$ cat config.mk
export PLATFORM = sky130hd
export DESIGN_NAME = sram_port_arbiter_flat
export DESIGN_NICKNAME = d
export VERILOG_FILES = /design/src/rtl/sram_port_arbiter_pkg.sv /design/src/rtl/sram_port_arbiter_if.sv /design/src/rtl/sram_arb_pick.sv /design/src/rtl/sram_port_arbiter.sv /design/src/flat_wrapper.sv
export SDC_FILE = /design/constraint.sdc
export NUM_CORES = 1
export LEC_CHECK = 0
export BUFFER_PORTS_ARGS = -buffer_cell sky130_fd_sc_hd__buf_2
export CORE_ASPECT_RATIO = 1.4
export CORE_MARGIN = 2
export CORE_UTILIZATION = 47
export CTS_BUF_LIST = sky130_fd_sc_hd__clkbuf_8
export CTS_CLUSTER_SIZE = 40
export DETAILED_ROUTE_END_ITERATION = 7
export GPL_TIMING_DRIVEN = 1
export HOLD_SLACK_MARGIN = 0.12
export PLACE_DENSITY = 0.83
export SLEW_MARGIN = 0
export SYNTH_ARGS = -nofsm -noshare
export SYNTH_HDL_FRONTEND = slang
export SYNTH_SLANG_ARGS = --single-unit
$ cat constraint.sdc
create_clock -name clk -period 1.8 [get_ports clk]
set_input_delay 0.36 -clock clk [delete_from_list [all_inputs] [get_ports clk]]
set_output_delay 0.36 -clock clk [all_outputs]
set_load 0.01 [all_outputs]
$ cat src/rtl/sram_port_arbiter_pkg.sv
// sram_port_arbiter_pkg: FSM state encoding, default timing and sizing helpers shared by the SRAM port arbiter.
package sram_port_arbiter_pkg;

    typedef enum logic [1:0] {
        ARB_IDLE   = 2'd0,
        ARB_SETUP  = 2'd1,
        ARB_ACCESS = 2'd2,
        ARB_HOLD   = 2'd3
    } arb_state_e;

    localparam int DEF_N_CH       = 3;
    localparam int DEF_ADDR_WIDTH = 17;
    localparam int DEF_DATA_WIDTH = 8;
    localparam int DEF_RD_WAIT    = 2;
    localparam int DEF_WR_PULSE   = 2;

    function automatic int idx_width(input int n);
        return (n > 1) ? $clog2(n) : 1;
    endfunction

    // The access counter only ever holds (cycles - 1), so clog2 of the longest strobe is enough.
    function automatic int cnt_width(input int rd, input int wr);
        int m;
        m = (rd > wr) ? rd : wr;
        return (m > 1) ? $clog2(m) : 1;
    endfunction

endpackage

$ cat src/rtl/sram_port_arbiter_if.sv
// sram_port_arbiter_if: client-side request/grant bundle between the MLP engines (master) and the arbiter (slave).
interface sram_port_arbiter_if
    import sram_port_arbiter_pkg::*;
#(
    parameter int N_CH       = DEF_N_CH,
    parameter int ADDR_WIDTH = DEF_ADDR_WIDTH,
    parameter int DATA_WIDTH = DEF_DATA_WIDTH
);
    logic [N_CH-1:0]            req;
    logic [N_CH-1:0]            req_we;
    logic [N_CH*ADDR_WIDTH-1:0] req_addr;
    logic [N_CH*DATA_WIDTH-1:0] req_wdata;
    logic [N_CH-1:0]            gnt;
    logic [N_CH-1:0]            done;
    logic [DATA_WIDTH-1:0]      rdata;
    logic                       busy;

    modport master (
        output req, req_we, req_addr, req_wdata,
        input  gnt, done, rdata, busy
    );

    modport slave (
        input  req, req_we, req_addr, req_wdata,
        output gnt, done, rdata, busy
    );

endinterface

$ cat src/rtl/sram_arb_pick.sv
// sram_arb_pick: combinational winner selection (one-hot and index).
// SRAM_ARB_RR_EN defined: round-robin search from ptr_i; undefined: fixed priority, lowest index wins.
module sram_arb_pick
    import sram_port_arbiter_pkg::*;
#(
    parameter  int N_CH = DEF_N_CH,
    localparam int PW   = idx_width(N_CH)
) (
    input  logic [N_CH-1:0] req_i,
`ifdef SRAM_ARB_RR_EN
    input  logic [PW-1:0]   ptr_i,
`endif
    output logic            any_o,
    output logic [N_CH-1:0] onehot_o,
    output logic [PW-1:0]   idx_o
);

    logic [PW-1:0] c;

    always_comb begin
        any_o = 1'b0;
        idx_o = '0;
        c     = '0;
        for (int k = 0; k < N_CH; k++) begin
`ifdef SRAM_ARB_RR_EN
            c = PW'((int'(ptr_i) + k) % N_CH);
`else
            c = PW'(k);
`endif
            if (!any_o && req_i[c]) begin
                any_o = 1'b1;
                idx_o = c;
            end
        end
        onehot_o = any_o ? (N_CH'(1) << idx_o) : '0;
    end

endmodule

$ cat src/rtl/sram_port_arbiter.sv
// sram_port_arbiter: arbitrates N_CH clients onto one asynchronous SRAM port, sequencing cs_n/oe_n/we_n itself.
// Define SRAM_ARB_RR_EN for round-robin arbitration; otherwise fixed priority (lowest index wins).
module sram_port_arbiter
    import sram_port_arbiter_pkg::*;
#(
    parameter int N_CH       = DEF_N_CH,
    parameter int ADDR_WIDTH = DEF_ADDR_WIDTH,
    parameter int DATA_WIDTH = DEF_DATA_WIDTH,
    parameter int RD_WAIT    = DEF_RD_WAIT,
    parameter int WR_PULSE   = DEF_WR_PULSE
) (
    input  logic                  clk,
    input  logic                  reset,
    sram_port_arbiter_if.slave    bus,
    output logic [ADDR_WIDTH-1:0] sram_addr,
    input  logic [DATA_WIDTH-1:0] sram_data_input,
    output logic [DATA_WIDTH-1:0] sram_data_output,
    output logic                  sram_data_output_en,
    output logic                  sram_cs_n,
    output logic                  sram_oe_n,
    output logic                  sram_we_n
);

    localparam int PW = idx_width(N_CH);
    localparam int CW = cnt_width(RD_WAIT, WR_PULSE);

    arb_state_e            state_q, state_d;
    logic [CW-1:0]         cnt_q, cnt_d;
    logic [PW-1:0]         sel_q, sel_d;
    logic                  we_q, we_d;
    logic [ADDR_WIDTH-1:0] addr_q, addr_d;
    logic [DATA_WIDTH-1:0] wdata_q, wdata_d;
    logic [N_CH-1:0]       gnt_q, gnt_d;
    logic [N_CH-1:0]       done_q, done_d;
    logic [DATA_WIDTH-1:0] rdata_q, rdata_d;
    logic                  busy_q, busy_d;
    logic                  cs_n_q, cs_n_d;
    logic                  oe_n_q, oe_n_d;
    logic                  we_n_q, we_n_d;
    logic                  den_q, den_d;
`ifdef SRAM_ARB_RR_EN
    logic [PW-1:0]         ptr_q, ptr_d;
`endif

    logic                  win_any;
    logic [N_CH-1:0]       win_oh;
    logic [PW-1:0]         win_idx;
    logic [ADDR_WIDTH-1:0] addr_a  [N_CH];
    logic [DATA_WIDTH-1:0] wdata_a [N_CH];

    for (genvar i = 0; i < N_CH; i++) begin : g_ch
        assign addr_a[i]  = bus.req_addr[i*ADDR_WIDTH +: ADDR_WIDTH];
        assign wdata_a[i] = bus.req_wdata[i*DATA_WIDTH +: DATA_WIDTH];
    end

    sram_arb_pick #(.N_CH(N_CH)) u_pick (
        .req_i    (bus.req),
`ifdef SRAM_ARB_RR_EN
        .ptr_i    (ptr_q),
`endif
        .any_o    (win_any),
        .onehot_o (win_oh),
        .idx_o    (win_idx)
    );

    always_comb begin
        state_d = state_q;
        cnt_d   = cnt_q;
        sel_d   = sel_q;
        we_d    = we_q;
        addr_d  = addr_q;
        wdata_d = wdata_q;
        gnt_d   = '0;
        done_d  = '0;
        rdata_d = rdata_q;
        cs_n_d  = cs_n_q;
        oe_n_d  = oe_n_q;
        we_n_d  = we_n_q;
        den_d   = den_q;
`ifdef SRAM_ARB_RR_EN
        ptr_d   = ptr_q;
`endif
        case (state_q)
            ARB_IDLE: if (win_any) begin
                state_d = ARB_SETUP;
                sel_d   = win_idx;
                we_d    = bus.req_we[win_idx];
                addr_d  = addr_a[win_idx];
                wdata_d = wdata_a[win_idx];
                gnt_d   = win_oh;
                cs_n_d  = 1'b0;
                oe_n_d  = bus.req_we[win_idx];
                den_d   = bus.req_we[win_idx];
`ifdef SRAM_ARB_RR_EN
                ptr_d   = (win_idx == PW'(N_CH - 1)) ? '0 : win_idx + 1'b1;
`endif
            end
            ARB_SETUP: begin
                state_d = ARB_ACCESS;
                cnt_d   = we_q ? CW'(WR_PULSE - 1) : CW'(RD_WAIT - 1);
                we_n_d  = !we_q;
            end
            ARB_ACCESS: if (cnt_q == '0) begin
                state_d = ARB_HOLD;
                we_n_d  = 1'b1;
                oe_n_d  = 1'b1;
                done_d  = N_CH'(1) << sel_q;
                rdata_d = we_q ? rdata_q : sram_data_input;
            end else begin
                cnt_d = cnt_q - 1'b1;
            end
            ARB_HOLD: begin
                state_d = ARB_IDLE;
                cs_n_d  = 1'b1;
                den_d   = 1'b0;
            end
            default: state_d = ARB_IDLE;
        endcase
        busy_d = (state_d != ARB_IDLE);
    end

    // Reset drops every strobe on the next edge; an in-flight transaction is abandoned without done.
    always_ff @(posedge clk) begin
        if (reset) begin
            state_q <= ARB_IDLE;
            cnt_q   <= '0;
            sel_q   <= '0;
            we_q    <= 1'b0;
            addr_q  <= '0;
            wdata_q <= '0;
            gnt_q   <= '0;
            done_q  <= '0;
            rdata_q <= '0;
            busy_q  <= 1'b0;
            cs_n_q  <= 1'b1;
            oe_n_q  <= 1'b1;
            we_n_q  <= 1'b1;
            den_q   <= 1'b0;
`ifdef SRAM_ARB_RR_EN
            ptr_q   <= '0;
`endif
        end else begin
            state_q <= state_d;
            cnt_q   <= cnt_d;
            sel_q   <= sel_d;
            we_q    <= we_d;
            addr_q  <= addr_d;
            wdata_q <= wdata_d;
            gnt_q   <= gnt_d;
            done_q  <= done_d;
            rdata_q <= rdata_d;
            busy_q  <= busy_d;
            cs_n_q  <= cs_n_d;
            oe_n_q  <= oe_n_d;
            we_n_q  <= we_n_d;
            den_q   <= den_d;
`ifdef SRAM_ARB_RR_EN
            ptr_q   <= ptr_d;
`endif
        end
    end

    assign bus.gnt             = gnt_q;
    assign bus.done            = done_q;
    assign bus.rdata           = rdata_q;
    assign bus.busy            = busy_q;
    assign sram_addr           = addr_q;
    assign sram_data_output    = wdata_q;
    assign sram_data_output_en = den_q;
    assign sram_cs_n           = cs_n_q;
    assign sram_oe_n           = oe_n_q;
    assign sram_we_n           = we_n_q;

endmodule

$ cat src/flat_wrapper.sv
// flat-port wrapper written by rule: the top's interface ports become plain ports
module sram_port_arbiter_flat import sram_port_arbiter_pkg::*;
#(
    parameter int N_CH       = DEF_N_CH,
    parameter int ADDR_WIDTH = DEF_ADDR_WIDTH,
    parameter int DATA_WIDTH = DEF_DATA_WIDTH,
    parameter int RD_WAIT    = DEF_RD_WAIT,
    parameter int WR_PULSE   = DEF_WR_PULSE
)
  (clk, reset, sram_addr, sram_data_input, sram_data_output, sram_data_output_en, sram_cs_n, sram_oe_n, sram_we_n, bus_req, bus_req_we, bus_req_addr, bus_req_wdata, bus_gnt, bus_done, bus_rdata, bus_busy);
  sram_port_arbiter_if #(.N_CH(N_CH), .ADDR_WIDTH(ADDR_WIDTH), .DATA_WIDTH(DATA_WIDTH)) bus_i ();
  input  logic clk;
  input  logic reset;
  output logic [ADDR_WIDTH-1:0] sram_addr;
  input  logic [DATA_WIDTH-1:0] sram_data_input;
  output logic [DATA_WIDTH-1:0] sram_data_output;
  output logic sram_data_output_en;
  output logic sram_cs_n;
  output logic sram_oe_n;
  output logic sram_we_n;
  input wire logic [$bits(bus_i.req)-1:0] bus_req;
  input wire logic [$bits(bus_i.req_we)-1:0] bus_req_we;
  input wire logic [$bits(bus_i.req_addr)-1:0] bus_req_addr;
  input wire logic [$bits(bus_i.req_wdata)-1:0] bus_req_wdata;
  output wire logic [$bits(bus_i.gnt)-1:0] bus_gnt;
  output wire logic [$bits(bus_i.done)-1:0] bus_done;
  output wire logic [$bits(bus_i.rdata)-1:0] bus_rdata;
  output wire logic [$bits(bus_i.busy)-1:0] bus_busy;
  assign bus_i.req = bus_req;
  assign bus_i.req_we = bus_req_we;
  assign bus_i.req_addr = bus_req_addr;
  assign bus_i.req_wdata = bus_req_wdata;
  assign bus_gnt = bus_i.gnt;
  assign bus_done = bus_i.done;
  assign bus_rdata = bus_i.rdata;
  assign bus_busy = bus_i.busy;
  sram_port_arbiter #(.N_CH(N_CH), .ADDR_WIDTH(ADDR_WIDTH), .DATA_WIDTH(DATA_WIDTH), .RD_WAIT(RD_WAIT), .WR_PULSE(WR_PULSE)) u_core (.clk(clk), .reset(reset), .bus(bus_i), .sram_addr(sram_addr), .sram_data_input(sram_data_input), .sram_data_output(sram_data_output), .sram_data_output_en(sram_data_output_en), .sram_cs_n(sram_cs_n), .sram_oe_n(sram_oe_n), .sram_we_n(sram_we_n));
endmodule
==> results.json, run 1 <==
{
  "status": "completed",
  "track_usage": 0.2356,
  "clock_latency_ns": 0.30,
  "syn-num-nets": 406,
  "gp_congestion": 0.8552,
  "antenna_found_initial": 0,
  "startpoint_type": "flop",
  "dpl-instance-area_um2": 3304,
  "post-route-period-util": 0.8831,
  "htreeDepth": 2,
  "rr_endpoint": "u_core.sram_data_output[7]$_SDFFE_PP0P_",
  "power_mw": 4.261,
  "numCtsBuffers": 5,
  "swShare": 0.3841,
  "clkTransAtPathRegs_ns": 0.09,
  "root_buffer": "clkbuf_8",
  "crit_type": "reg2reg",
  "cts_tree": "done",
  "portBuffers": 134,
  "drt_wl_total_um": 7109,
  "arrival_ns": 1.82,
  "comb_power_share": 0.465,
  "clk_path_buf_depth": 2,
  "first_global_vias": 2491,
  "worst_slew_pin_slew_ns": 0.4600,
  "drc": 0,
  "die_h_um": 91.50,
  "die_w_um": 66.50,
  "num_io_pins": 135,
  "drive_above_1_share": 0.3739,
  "clock-skew-final_ns": 0.001467,
  "stdcell_count": 502,
  "hp-class": "in2reg",
  "timing.rr.start": "u_core.state_q[0]$_SDFF_PP0_",
  "antenna_cells": 0,
  "p_leak_nw": 1.603,
  "fp.dieArea_um2": 6084,
  "final_nets": 532,
  "yosys_register_bits": 50,
  "dp.cells": 495,
  "start_util": 0.4908,
  "fp-row-count": 31,
  "worst_setup_path_end_kind": "flop",
  "hold_viol_final": 0,
  "vias_per_cell": 5.400,
  "first_pass_iters": 5,
  "cap_violations": 0,
  "synth_cell_type_count": 36,
  "p_clk_frac": 0.145,
  "power_density_nw_per_um2": 1256,
  "routedWlPerCell_um": 14.16,
  "drt_iter0_markers": 154,
  "whs_ns": 0.3000,
  "reg2reg_depth": 6,
  "sequentialPowerShare": 0.390,
  "min_period_ns": 1.590,
  "switching_power_mw": 1.637,
  "finalWorstSetupSlack_ns": 0.2104,
  "synth_area_um2": 2570,
  "crit_fanout": 18,
  "post_cts_buffers": 0,
  "synth-warning-count": 0,
  "ir_worst_vdd_mv": 0.5837,
  "cts-hold-fix-buffers": 0,
  "crit_end": "u_core.sram_data_output[7]$_SDFFE_PP0P_",
  "p_int_mw": 2.625,
  "fin_tns_setup_ns": 0,
  "seq_area_um2": 1001,
  "grt_max_degree": 33,
  "seq_area_frac_synth": 0.3895,
  "final_util": 0.6478,
  "crit_required_ns": 2.03,
  "num_vias": 2711,
  "slew_headroom": 0.6934,
  "max_freq_ghz": 0.6291,
  "n_fill_cell": 477,
  "ant_nets": 0,
  "area_delta_synth_final_pct": 31.99,
  "grt_pass1_wl_um": 11340,
  "multi_input_area_um2": 1401,
  "syn_avg_cell_area_um2": 8.290,
  "dp_hpwl_um": 5328,
  "core_region_area_um2": 5236,
  "maxSlewViolCount": 0,
  "overflow": 0,
  "place_ws_ns": 0.1097,
  "cts.sink_count": 50,
  "r2r_setup_slack_ns": 0.21,
  "stdcell_area_um2": 3392,
  "setup_viol": 0,
  "netlist_instances": 310,
  "crit_path_start": "u_core.state_q[0]$_SDFF_PP0_",
  "grt_setup_unrepaired": "false"
}
cells by family (layout without fill, tap and decap cells):
logic type,Yosys count,after routing,synth area share
compound gates,119,119,0.2911
fa+ha+maj,5,5,0.02434
buf+inv,34,160,0.06865
flops,50,50,0.3895
mux,8,8,0.03116
simple gates,94,94,0.1952
cell usage after synthesis:
cell | count | area, um^2
o21ai_0 | 26 | 130.1
a211o_1 | 2 | 17.52
o22ai_1 | 1 | 6.260
nor2_1 | 20 | 75.07
mux2i_1 | 8 | 80.08
o311ai_0 | 1 | 8.760
nor3_1 | 4 | 20.02
a22oi_1 | 1 | 7.510
o21ba_2 | 1 | 10.01
a21o_1 | 24 | 180.2
a21oi_2 | 1 | 8.760
a32oi_1 | 1 | 8.760
a211oi_1 | 1 | 7.510
o21bai_4 | 1 | 18.77
buf_2 | 9 | 45.04
nand2b_1 | 5 | 31.28
a21oi_1 | 52 | 260.3
o221a_2 | 1 | 11.26
o31ai_4 | 1 | 21.27
nor2b_1 | 3 | 18.77
o211ai_1 | 1 | 7.510
nand3b_1 | 25 | 187.7
nor3b_1 | 4 | 30.03
o41ai_2 | 1 | 16.27
buf_1 | 2 | 7.510
nand2_1 | 30 | 112.6
buf_6 | 3 | 33.78
nor4b_1 | 3 | 26.28
o31a_2 | 1 | 10.01
a311o_1 | 1 | 10.01
inv_1 | 6 | 22.52
ha_1 | 5 | 62.56
dfxtp_1 | 50 | 1001
clkbuf_1 | 10 | 37.54
buf_4 | 4 | 30.03
o21a_1 | 1 | 7.510
flip-flops by register name, summed over array words and instances, names as in the netlist, 2 cells and up:
register                 count
u_core.sram_data_output      8
u_core.bus.gnt               3
u_core.state_q               2
u_core.sram_addr            17
u_core.bus.rdata             8
u_core.sel_q                 2
u_core.bus.done              3
worst min-delay path by stage:
stage	slack (ns)	end	depth (start not counted)	start
after floorplan	0.43	u_core.bus.done[0]$_SDFF_PP0_	1	u_core.sel_q[0]$_SDFFE_PP0P_
after global placement	0.46	u_core.bus.done[1]$_SDFF_PP0_	1	u_core.sel_q[1]$_SDFFE_PP0P_
after detailed placement	0.46	u_core.bus.done[1]$_SDFF_PP0_	1	u_core.sel_q[1]$_SDFFE_PP0P_
after CTS	0.30	u_core.bus.rdata[4]$_SDFFE_PP0P_	3	sram_data_input[4]
after global routing	0.30	u_core.bus.rdata[3]$_SDFFE_PP0P_	3	sram_data_input[3]
final	0.30	u_core.bus.rdata[4]$_SDFFE_PP0P_	3	sram_data_input[4]
critical path: stages, from the launching register on:
cell and delay (ns):
dfxtp_1 0.34, inv_1 0.12, ha_2 0.34, o31a_2 0.33
buf_12 0.18, o21ai_0 0.09, a21oi_1 0.13
per-layer routing:
layer	GRT usage	vias up	part of all wire
met2	0.4183	131	0.50
met4	0.07313	0	0.020
li1	-	1336	-
met3	0.05824	18	0.070
met5	0	-	0
met1	0.2698	1226	0.41
power by group through the flow:
stage          registers (mW)  clock network (mW)  logic, mW
4_1_cts                  1.66               0.630       1.97
6_report                 1.66               0.618       1.98
3_5_place_dp             1.68                   0       1.96
3_3_place_gp             1.68                   0       1.91
2_1_floorplan            1.81                   0       1.10
5_1_grt                  1.70               0.671       2.18
repair_timing:
action,CTS,global route
endpoints found under the hold margin,0,0
resized for setup,0,2
setup endpoints to repair,0,19
final cells by class:
class                           instances  share of cell area
Inverter                                6            0.006640
Clock buffer                            5             0.02029
Sequential cell                        50              0.2951
Multi-Input combinational cell        226              0.4131
Tap cell                               66             0.02435
Timing Repair Buffer                  147              0.2376
Clock inverter                          2            0.002951
cell usage in the layout (no fill, tap or decap), drive strengths merged:
master,count
nand2,30
a22oi,1
o311ai,1
nor4b,3
o221a,1
ha,5
buf,147
o41ai,1
inv,6
nor2,20
mux2i,8
a211o,2
o21ba,1
nor3,4
o22ai,1
o31a,1
clkbuf,5
o21a,1
nor3b,4
a21oi,53
o21ai,26
nand3b,25
a311o,1
clkinv,2
o211ai,1
nor2b,3
o31ai,1
o21bai,1
dfxtp,50
nand2b,5
a211oi,1
a32oi,1
a21o,24
Power figures use the tool's default switching activity.
==> run 2, diff against run 1 <==
Settings changed: PLACE_DENSITY 0.83 to 0.82, REMOVE_ABC_BUFFERS set to 1, SKIP_CTS_REPAIR_TIMING set to 1, SYNTH_HIERARCHICAL set to 1.
==> run 2 against run 1 <==
Against the previous run:
- sequential cell count did not move
- global-route usage fell by 3.4 points
- combinational power fell by 61%
- final cell count fell by 11%
- highest routed layer unchanged
==> results.json, run 2 <==
{
  "status": "completed",
  "worst_slew_pin_slew_ns": 0.8580,
  "synth_area_leaders": "dfxtp_1 38%, mux2i_1 13%, a2bb2oi_2 12%",
  "p_leak_nw": 1.555,
  "portBuffers": 134,
  "hp-class": "in2reg",
  "crit_fanout": 18,
  "worst_setup_path_end_kind": "flop",
  "power_density_nw_per_um2": 823.3,
  "htreeDepth": 2,
  "final_nets": 477,
  "overflow": 0,
  "netlist_instances": 250,
  "synth_most_common_cell": "dfxtp_1",
  "drive_above_1_share": 0.5302,
  "grt_max_degree": 57,
  "synth-warning-count": 6,
  "power_mw": 2.850,
  "stdcell_count": 449,
  "synth_area_um2": 2650,
  "setup_viol": 0,
  "grt_pass1_wl_um": 9929,
  "drc": 0,
  "fin_tns_setup_ns": 0,
  "yosys_register_bits": 50,
  "n_fill_cell": 451,
  "fp.dieArea_um2": 6263,
  "synth_common_cells": "50 x dfxtp_1, 35 x mux2i_1, 27 x o21ai_0, 21 x a2bb2oi_2, 20 x a21oi_2",
  "dp_hpwl_um": 4468,
  "largest_reg_flops": 17,
  "layout_common_cells": "134 x buf_2, 50 x dfxtp_1, 35 x mux2i_1",
  "first_global_vias": 2286,
  "arrival_ns": 1.83,
  "start_util": 0.4831,
  "yosys.area.top_type": "dfxtp_1",
  "syn_avg_cell_area_um2": 10.60,
  "post-route-period-util": 0.9145,
  "seq_area_frac_synth": 0.3777,
  "gp_congestion": 0.7935,
  "cap_violations": 0,
  "die_h_um": 92.85,
  "synth-main-ff-cell": "dfxtp_1",
  "ant_nets": 0,
  "synth_cell_type_count": 37,
  "vias_per_cell": 5.287,
  "drt_iter0_markers": 117,
  "whs_ns": 0.2912,
  "clk_path_buf_depth": 2,
  "area_delta_synth_final_pct": 30.64,
  "die_w_um": 67.46,
  "dp.cells": 440,
  "cts.sink_count": 50,
  "first_pass_iters": 4,
  "synthArstFlopShare": 0,
  "synth_top_area_share": 0.3777,
  "numCtsBuffers": 5,
  "track_usage": 0.2018,
  "drt_wl_total_um": 6494,
  "routedWlPerCell_um": 14.46,
  "slew_headroom": 0.4268,
  "core_region_area_um2": 5485,
  "maxSlewViolCount": 0,
  "synth-edff-count": 0,
  "hold_viol_final": 0,
  "min_period_ns": 1.646,
  "antenna_found_initial": 0,
  "root_buffer": "clkbuf_8",
  "grt_setup_unrepaired": "false",
  "clkTransAtPathRegs_ns": 0.09,
  "num_vias": 2374,
  "clock-skew-final_ns": 0.004291,
  "max_freq_ghz": 0.6075,
  "final_common_cell": "buf_2",
  "num_io_pins": 135,
  "cts_tree": "done",
  "reg2reg_depth": 6,
  "crit_required_ns": 1.99,
  "hold_depth": 3,
  "antenna_cells": 0,
  "startpoint_type": "primary input",
  "ir_worst_vdd_mv": 0.4199,
  "fp-row-count": 32,
  "clock_latency_ns": 0.30,
  "crit_type": "in2reg"
}
-- run 2: changes by cell type in the layout (fill, tap and decap cells not counted), moves of 3 or more --
cell / change
nor3_1: -3
nand2_1: -23
a21o_1: -24
nor2_1: -8
a2bb2oi_1: +5
mux2i_1: +27
a21oi_1: -41
nand3b_1: -24
a2bb2oi_2: +21
and3_1: +3
a21oi_2: +19
-- run 2: cell type report --
cell class	count	area, um^2	area share
Multi-Input combinational cell	174	1470	0.4246
Sequential cell	50	1001	0.2891
Timing Repair Buffer	145	778.2	0.2248
Tap cell	68	85.08	0.02458
Clock buffer	5	68.82	0.01988
Clock inverter	3	43.79	0.01265
Inverter	4	15.01	0.004337
-- run 2: stage by stage --
stage	utilization	setup slack, ns	instance area, um^2
finish	0.6312	0.1539	3462
detailed placement	0.6090	-0.1467	3341
global route	0.6312	0.06390	3462
global placement	0.6090	-0.1131	3341
floorplan	-	-2.949	2465
CTS	0.6296	0.1016	3453
-- run 2: worst paths after layout --
check / startpoint / end / slack, ns
setup reg to reg: u_core/state_q[0]$_SDFF_PP0_ / u_core/bus.rdata[7]$_SDFFE_PP0P_ / 0.20
setup / recovery: bus_req[1] / u_core/sram_addr[15]$_SDFFE_PP0P_ / 0.15
hold / removal: sram_data_input[3] / u_core/bus.rdata[3]$_SDFFE_PP0P_ / 0.29
hold reg to reg: u_core/sel_q[0]$_SDFFE_PP0P_ / u_core/bus.done[2]$_SDFF_PP0_ / 0.48
-- run 2: report_power, final --
part	switching (mW)	internal [mW]
logic	0.413	0.366
clock network	0.375	0.417
registers	0.0590	1.22
-- run 2: worst max-delay path, stage by stage --
cell and delay, ns:
buf_2 0.12, nor3b_2 0.32, buf_4 0.30, buf_12 0.21
mux2i_1 0.25, a2bb2oi_2 0.18, a21oi_2 0.07
-- run 2: kinds of logic after synthesis --
group           after synthesis  synth area share
compound gates               92            0.3041
fa+ha+maj                     6           0.02833
buf+inv                      27           0.07553
flops                        50            0.3777
mux                          35            0.1322
simple gates                 40           0.08215
-- run 2: layer usage --
metal	share of wire	vias to the layer above	global-route usage
met5	0	-	0
met1	0.40	1093	0.2167
li1	-	1179	-
met2	0.52	90	0.3725
met3	0.056	12	0.04010
met4	0.024	0	0.07483
